File: src/rtl/alu_mul_sequencer.sv
// Multi-cycle unsigned shift-add multiplier that borrows the shared ALU.
// It uses ALU OR for the zero test and ALU ADD for accumulation; the product is the low WIDTH bits.
module alu_mul_sequencer #(
    parameter int WIDTH = 32,
    parameter int CNT_W = 5
) (
    input  logic             clk,
    input  logic             reset,
    input  logic             start,
    input  logic [WIDTH-1:0] op_a,
    input  logic [WIDTH-1:0] op_b,
    output logic             busy,
    output logic             done,
    output logic [WIDTH-1:0] product,
    output logic [WIDTH-1:0] alu_a,
    output logic [WIDTH-1:0] alu_b,
    output logic [2:0]       alu_gin,
    input  logic [WIDTH-1:0] alu_sum,
    input  logic             alu_zout
);

    // state | meaning
    // IDLE  | waiting for start, operands captured on acceptance
    // CHECK | ALU OR tests the remaining multiplier for zero (early exit)
    // ADD   | ALU ADD accumulates the multiplicand if mplier[0], then shift
    // DONE  | product registered, one-cycle done pulse
    typedef enum logic [1:0] {
        IDLE  = 2'd0,
        CHECK = 2'd1,
        ADD   = 2'd2,
        DONE  = 2'd3
    } state_t;

    localparam logic [2:0]       GIN_OR   = 3'b001;
    localparam logic [2:0]       GIN_ADD  = 3'b010;
    localparam logic [CNT_W-1:0] CNT_LAST = CNT_W'(WIDTH - 1);

    state_t           state_q, state_d;
    logic [WIDTH-1:0] acc_q, acc_d;
    logic [WIDTH-1:0] mcand_q, mcand_d;
    logic [WIDTH-1:0] mplier_q, mplier_d;
    logic [WIDTH-1:0] product_q, product_d;
    logic [CNT_W-1:0] cnt_q, cnt_d;

    always_ff @(posedge clk) begin
        if (reset) begin
            state_q   <= IDLE;
            acc_q     <= '0;
            mcand_q   <= '0;
            mplier_q  <= '0;
            product_q <= '0;
            cnt_q     <= '0;
        end else begin
            state_q   <= state_d;
            acc_q     <= acc_d;
            mcand_q   <= mcand_d;
            mplier_q  <= mplier_d;
            product_q <= product_d;
            cnt_q     <= cnt_d;
        end
    end

    always_comb begin
        state_d   = state_q;
        acc_d     = acc_q;
        mcand_d   = mcand_q;
        mplier_d  = mplier_q;
        product_d = product_q;
        cnt_d     = cnt_q;
        alu_gin   = GIN_ADD;
        alu_a     = '0;
        alu_b     = '0;
        done      = 1'b0;

        case (state_q)
            IDLE: begin
                if (start) begin
                    acc_d    = '0;
                    mcand_d  = op_a;
                    mplier_d = op_b;
                    cnt_d    = '0;
                    state_d  = CHECK;
                end
            end
            CHECK: begin
                alu_gin = GIN_OR;
                alu_a   = mplier_q;
                state_d = alu_zout ? DONE : ADD;
            end
            ADD: begin
                alu_a = acc_q;
                alu_b = mcand_q;
                if (mplier_q[0]) begin
                    acc_d = alu_sum;
                end
                mcand_d  = mcand_q << 1;
                mplier_d = mplier_q >> 1;
                cnt_d    = cnt_q + 1'b1;
                state_d  = (cnt_q == CNT_LAST) ? DONE : CHECK;
            end
            DONE: begin
                product_d = acc_q;
                done      = 1'b1;
                state_d   = IDLE;
            end
            default: state_d = IDLE;
        endcase
    end

    assign busy    = (state_q != IDLE);
    assign product = product_q;

endmodule

File: config.mk
export PLATFORM = sky130hd
export DESIGN_NAME = alu_mul_sequencer
export DESIGN_NICKNAME = d
export VERILOG_FILES = /design/src/rtl/alu_mul_sequencer.sv
export SDC_FILE = /design/constraint.sdc
export NUM_CORES = 1
export LEC_CHECK = 0
export CAP_MARGIN = 20
export CORE_AREA = 3 3 131 133
export CTS_BUF_LIST = sky130_fd_sc_hd__clkbuf_16
export CTS_CLUSTER_DIAMETER = 30
export DETAILED_ROUTE_END_ITERATION = 12
export DIE_AREA = 0 0 134 136
export DONT_BUFFER_PORTS = 1
export GPL_TIMING_DRIVEN = 0
export PLACE_DENSITY = 0.58
export SETUP_SLACK_MARGIN = 0.05
export SYNTH_ARGS = -nofsm -noshare
export SYNTH_HDL_FRONTEND = slang
export SYNTH_SLANG_ARGS = --single-unit
File: constraint.sdc
create_clock -name clk -period 1.85 [get_ports clk]
set_clock_uncertainty 0.2 [all_clocks]
set_input_delay 0.37 -clock clk [delete_from_list [all_inputs] [get_ports clk]]
set_output_delay 0.37 -clock clk [all_outputs]
set_load 0.005 [all_outputs]
# ---- After elaboration in Yosys (flattened, before gate mapping)
# Cells that the tools add are included.
dict set report word_totals {
  regBits 135
  out_inout_bits 101
  word_cells 35
}
dict set report classes {
  add_sub_neg 1
  n_eq_ne 6
  muxes 17
  reduce_logical 5
}
# op n
set op_table {}
lappend op_table {{32-bit one-hot mux with 2 select lines} 4}
lappend op_table {{32-bit two-way mux} 5}
lappend op_table {{5-bit one-hot mux with 2 select lines} 1}
lappend op_table {{2-bit one-hot mux with 4 select lines} 1}
lappend op_table {{2-bit two-way mux} 3}
lappend op_table {{5-bit by 1-bit adder with 5-bit output (second input constant)} 1}
lappend op_table {{5-bit equality test (second input constant)} 1}
lappend op_table {{5-bit two-way mux} 1}
lappend op_table {{2-bit equality test (second input constant)} 2}
lappend op_table {{2-bit != test (second input constant)} 2}
lappend op_table {{2-bit nonzero test} 2}
lappend op_table {{3-bit AND reduction} 1}
lappend op_table {{2-bit by 1-bit equality test with 1-bit output (second input constant)} 1}
lappend op_table {{2-bit zero test} 1}
lappend op_table {{1-bit two-way mux} 2}
lappend op_table {{2-bit AND reduction} 1}

# ---- Depth between registers and ports, before layout
dict set report depth {
  depth_word 3
  mapped_depth 7
  depth_no_buf 5
}

# ---- Least setup slack after synthesis
# Ideal clock, no wire load.
dict set report synth_path {
  kind {reg-to-output}
  start {reg state_q[0]}
  end {out alu_b[0]}
  t_arrival_ns 1.350
  path_slack_ns -0.070
  path_stages_with_launch 6
  path_buffers 2
  cell_sequence {dfxtp_1 inv_1 ha_1 clkbuf_1 clkbuf_1 and2_1}
}
dict set report synth_via {
  elab_chain_len 2
}
# item line
set synth_lines {}
lappend synth_lines {{start: declaration} 38} ;# state_t state_q, state_d;
lappend synth_lines {{start signal: assignment} 54} ;# state_q <= state_d;
lappend synth_lines {{2-bit equality test} 75} ;# case (state_q)
lappend synth_lines {{32-bit two-way mux} 75}
lappend synth_lines {{end: declaration} 16} ;# output logic [WIDTH-1:0] alu_b,
# No other way between the ends.

# ---- Final worst setup path
dict set report layout_path {
  start {reg state_q[1]}
  end {out alu_a[18]}
}
dict set report layout_via {
  elab_chain_len 2
  elab_cells_between_ends 3
  cone_classes {eq/ne: 2; mux: 1}
}
# item line
set layout_lines {}
lappend layout_lines {{2-bit equality test / 2-bit by 1-bit equality test with 1-bit output (equally long branches)} 75}
lappend layout_lines {{32-bit one-hot mux with 2 select lines (*)} 75}
lappend layout_lines {{end: declaration} 15} ;# output logic [WIDTH-1:0] alu_a,
# Every way passes the cells marked *; elsewhere a longest branch is shown, timed or not.

==> flow_metrics.py <==
metrics = {
    "status": {
        "status": "finished with violations",
        "violations": "setup timing",
    },
    "placement": {
        "dpl.cell_count": 916,
        "gp_congestion": 0.829,
        "dp_hpwl_um": 15000,
        "io_buffer_count": 0,
        "place_ws_ns": -0.405,
        "post_dp_cell_area_um2": 6670,
    },
    "power": {
        "total_leakage_power_nw": 3.58,
        "power.density_nw_per_um2": 1640,
        "max-vdd-ir-drop_v": 0.000953,
    },
    "timing": {
        "maxSlewHeadroom_pct": 46.4,
        "setup_viol": 166,
        "grt_setup_unrepaired": "yes",
        "finalCritPeriodShare_pct": 121,
        "hold_slack_ns": 0.0100,
        "fmax_ghz": 0.446,
        "hold_viol_final": 0,
        "slew_violations": 0,
        "fin_ws_ns": -0.394,
        "worst_slew_pin_slew_ns": 0.803,
        "fin_crit_ns": 2.24,
    },
    "final_layout": {
        "finish.instance_area_um2": 10600,
        "syn_to_final_growth_pct": 65.6,
        "n_fill_cell": 1183,
        "drive_above_1_share_pct": 48.4,
        "nNetsFinal": 932,
        "stdcell_count": 1054,
    },
    "worst_setup_path": {
        "slowest_delay_ns": 0.37,
        "cpMostUsedCell": "clkbuf_16",
        "worst_path_max_delay_cell": "dfxtp_4",
        "cp_top_family": "buffers and inverters",
        "crit_required_ns": 1.28,
        "cp_num_buf_inv": 3,
        "end_kind": "output port",
        "critPathKind": "register to output port",
        "cp.arrival_ns": 1.67,
        "critPathMaxFanout": 5,
        "crit_chain": "inv_4 -> ha_4 -> clkbuf_16 -> clkbuf_16 -> a22oi_2 -> nor2b_2",
        "worstSetupStartpointType": "register",
    },
    "clock_network": {
        "clock_path_buffers": 2,
        "cts_tree": "done",
        "cts_sinks": 135,
        "htree_levels": 4,
        "cts_buffers": 17,
        "cts.reportedPaths.clkPinSlew_ns": 0.06,
        "clkLatencyLatePin_ns": 0.42,
        "cts_root_buf": "clkbuf_16",
    },
    "die": {
        "io_pins": 201,
        "coreArea_um2": 15900,
        "die_x_um": 134,
        "die_area_um2": 18200,
        "rows": 46,
        "die_height_um": 136,
        "initial_core_util_pct": 40.0,
    },
    "global_routing": {
        "grt_pass1_wl_um": 39000,
        "grt_usage_pct": 28.1,
        "overflow": 0,
        "grt_pass1_vias": 6565,
        "grt_max_degree": 17,
        "antenna_found_initial": 0,
    },
    "synth": {
        "syn_inst": 700,
        "avgSynthCellArea_um2": 9.11,
        "ys.warnings.count": 0,
        "ys_ff_latch": 135,
        "ys_seq_area_share_pct": 42.4,
        "synth_fp_nets": 808,
        "yosysUniqueCellTypes": 34,
        "syn_area_um2": 6380,
    },
    "drt": {
        "drt_pass1_iterations": 6,
        "detail_route.wl_per_cell_um": 25.3,
        "via_per_inst": 5.95,
        "vias": 6274,
        "antenna_left": 0,
        "drc_errors": 0,
        "dr.first_iter.drc_count": 530,
        "wl_um": 26700,
    },
    "run": {
        "maxCapViolCount": 0,
    },
    "hold_path": {
        "hold_class": "input pin to register",
    },
}
==> state kept, by name, indices dropped and copies added (netlist names) <==
signal and cells:
acc_q 32, mplier_q 32, product 32, cnt_q 5, mcand_q 32, state_q 2
==> metrics by stage <==
step | total power (W) | TNS (ns) | utilization (%)
2_1_floorplan | 0.00676 | 0 | -
3_3_place_gp | 0.00784 | -32.06 | 41.8
3_5_place_dp | 0.00797 | -39.38 | 41.8
4_1_cts | 0.0164 | -39.76 | 64.3
5_1_grt | 0.0179 | -48.64 | 66.3
6_report | 0.0173 | -43.29 | 66.3
==> routing by layer <==
layer,track usage (%),share of wire [%],vias up
met1,33.7,39,3101
met2,46.5,49,325
met5,0,0,-
li1,-,-,2784
met3,9.66,8.8,64
met4,10.6,2.9,0
==> cells in the final DEF, fill, tap and decap left out, drive strengths merged, types with 4 or more instances in the layout <==
cell type | synthesis | final
clkinv | 0 | 5
nand3 | 4 | 4
mux2i | 95 | 95
clkbuf | 35 | 55
inv | 5 | 7
dlygate4sd3 | 0 | 36
ha | 8 | 8
a21oi | 39 | 39
dfxtp | 135 | 135
a22oi | 32 | 32
buf | 38 | 104
nand4 | 32 | 32
a211oi | 62 | 62
o21ai | 33 | 33
and2 | 32 | 32
nand2 | 5 | 5
nor2 | 96 | 96
nor2b | 34 | 34
clkinvlp | 0 | 5
==> Yosys cell counts (all sizes together) <==
master  instances  area share [%]
nor2b          34             3.3
inv             5            0.29
a31o            1            0.14
buf            38             3.6
a211oi         62             8.1
clkbuf         35             2.1
ha              8             1.6
o31ai           1            0.12
and3            1           0.098
a32oi           2            0.27
a22oi          32             3.8
a31oi           1           0.098
or4b            1            0.16
a21oi          39             3.1
mux2            1            0.24
nand3b          2            0.24
mux2i          95              15
dfxtp         135              42
and2           32             3.1
nand3           4            0.31
nand4          32             3.1
and2b           1            0.12
nand2b          2            0.20
nand2           5            0.29
a311oi          1            0.14
conb            1           0.059
nor2           96             5.6
o21ai          33             2.6
==> cell type report <==
type | count | area, um2 | share of cell area, %
clock inverters | 15 | 161 | 1.53
repair buffers | 107 | 1480 | 14.0
diodes | 1 | 2.50 | 0.0237
multi-input cells | 487 | 4530 | 42.8
inverters | 5 | 28.8 | 0.272
plain buffers | 71 | 961 | 9.10
flip-flops and latches | 135 | 2710 | 25.7
clock buffers | 17 | 425 | 4.03
well taps | 216 | 270 | 2.56
==> what timing repair did <==
action | 4_1_cts | 5_1_grt
cloned | 32 | 1
buffers inserted | 38 | 4
endpoints found under the hold margin | 36 | 0
hold buffers | 36 | 0
gates resized for setup | 462 | 82
endpoints found under the setup margin | 198 | 198
pin swaps | 67 | 46
==> where the power goes <==
part	internal, W	switching (W)	leakage (nW)
Combinational	0.00508	0.00449	2.20
Clock	0.00210	0.00134	0.275
Sequential	0.00348	0.000793	1.10
==> final timing paths <==
path / startpoint / endpoint / slack [ns] / cells past startpoint
worst min register to register: acc_q[9]$_SDFFE_PP0P_ / acc_q[9]$_SDFFE_PP0P_ / 0.30 / 2
worst max register to register: state_q[0]$_SDFFE_PP0P_ / acc_q[5]$_SDFFE_PP0P_ / -0.29 / 9
worst min-delay path: op_a[16] / mcand_q[16]$_SDFFE_PP0P_ / 0.01 / 2
worst max-delay path: state_q[1]$_SDFFE_PP0P_ / alu_a[18] / -0.39 / 6
==> cell families after synthesis <==
logic type,after synthesis,share of synthesized area (%)
simple gates,210,16.7
compound gates,172,18.3
flops,135,42.4
mux,96,15.1
buf+inv,78,5.94
fa+ha+maj,8,1.57
other cells,1,0.0588
==> worst reg2reg max path: cells and delay by family (launching register included) <==
family,cells,cell delay [ns]
adder cells (fa/ha/maj),1,0.17
buffers and inverters,5,0.64
AO/OA/AOI/OAI,1,0.07
flip-flops,1,0.39
AND/OR/NAND/NOR,1,0.12
multiplexers,1,0.39
Power figures use the tool's default switching activity.
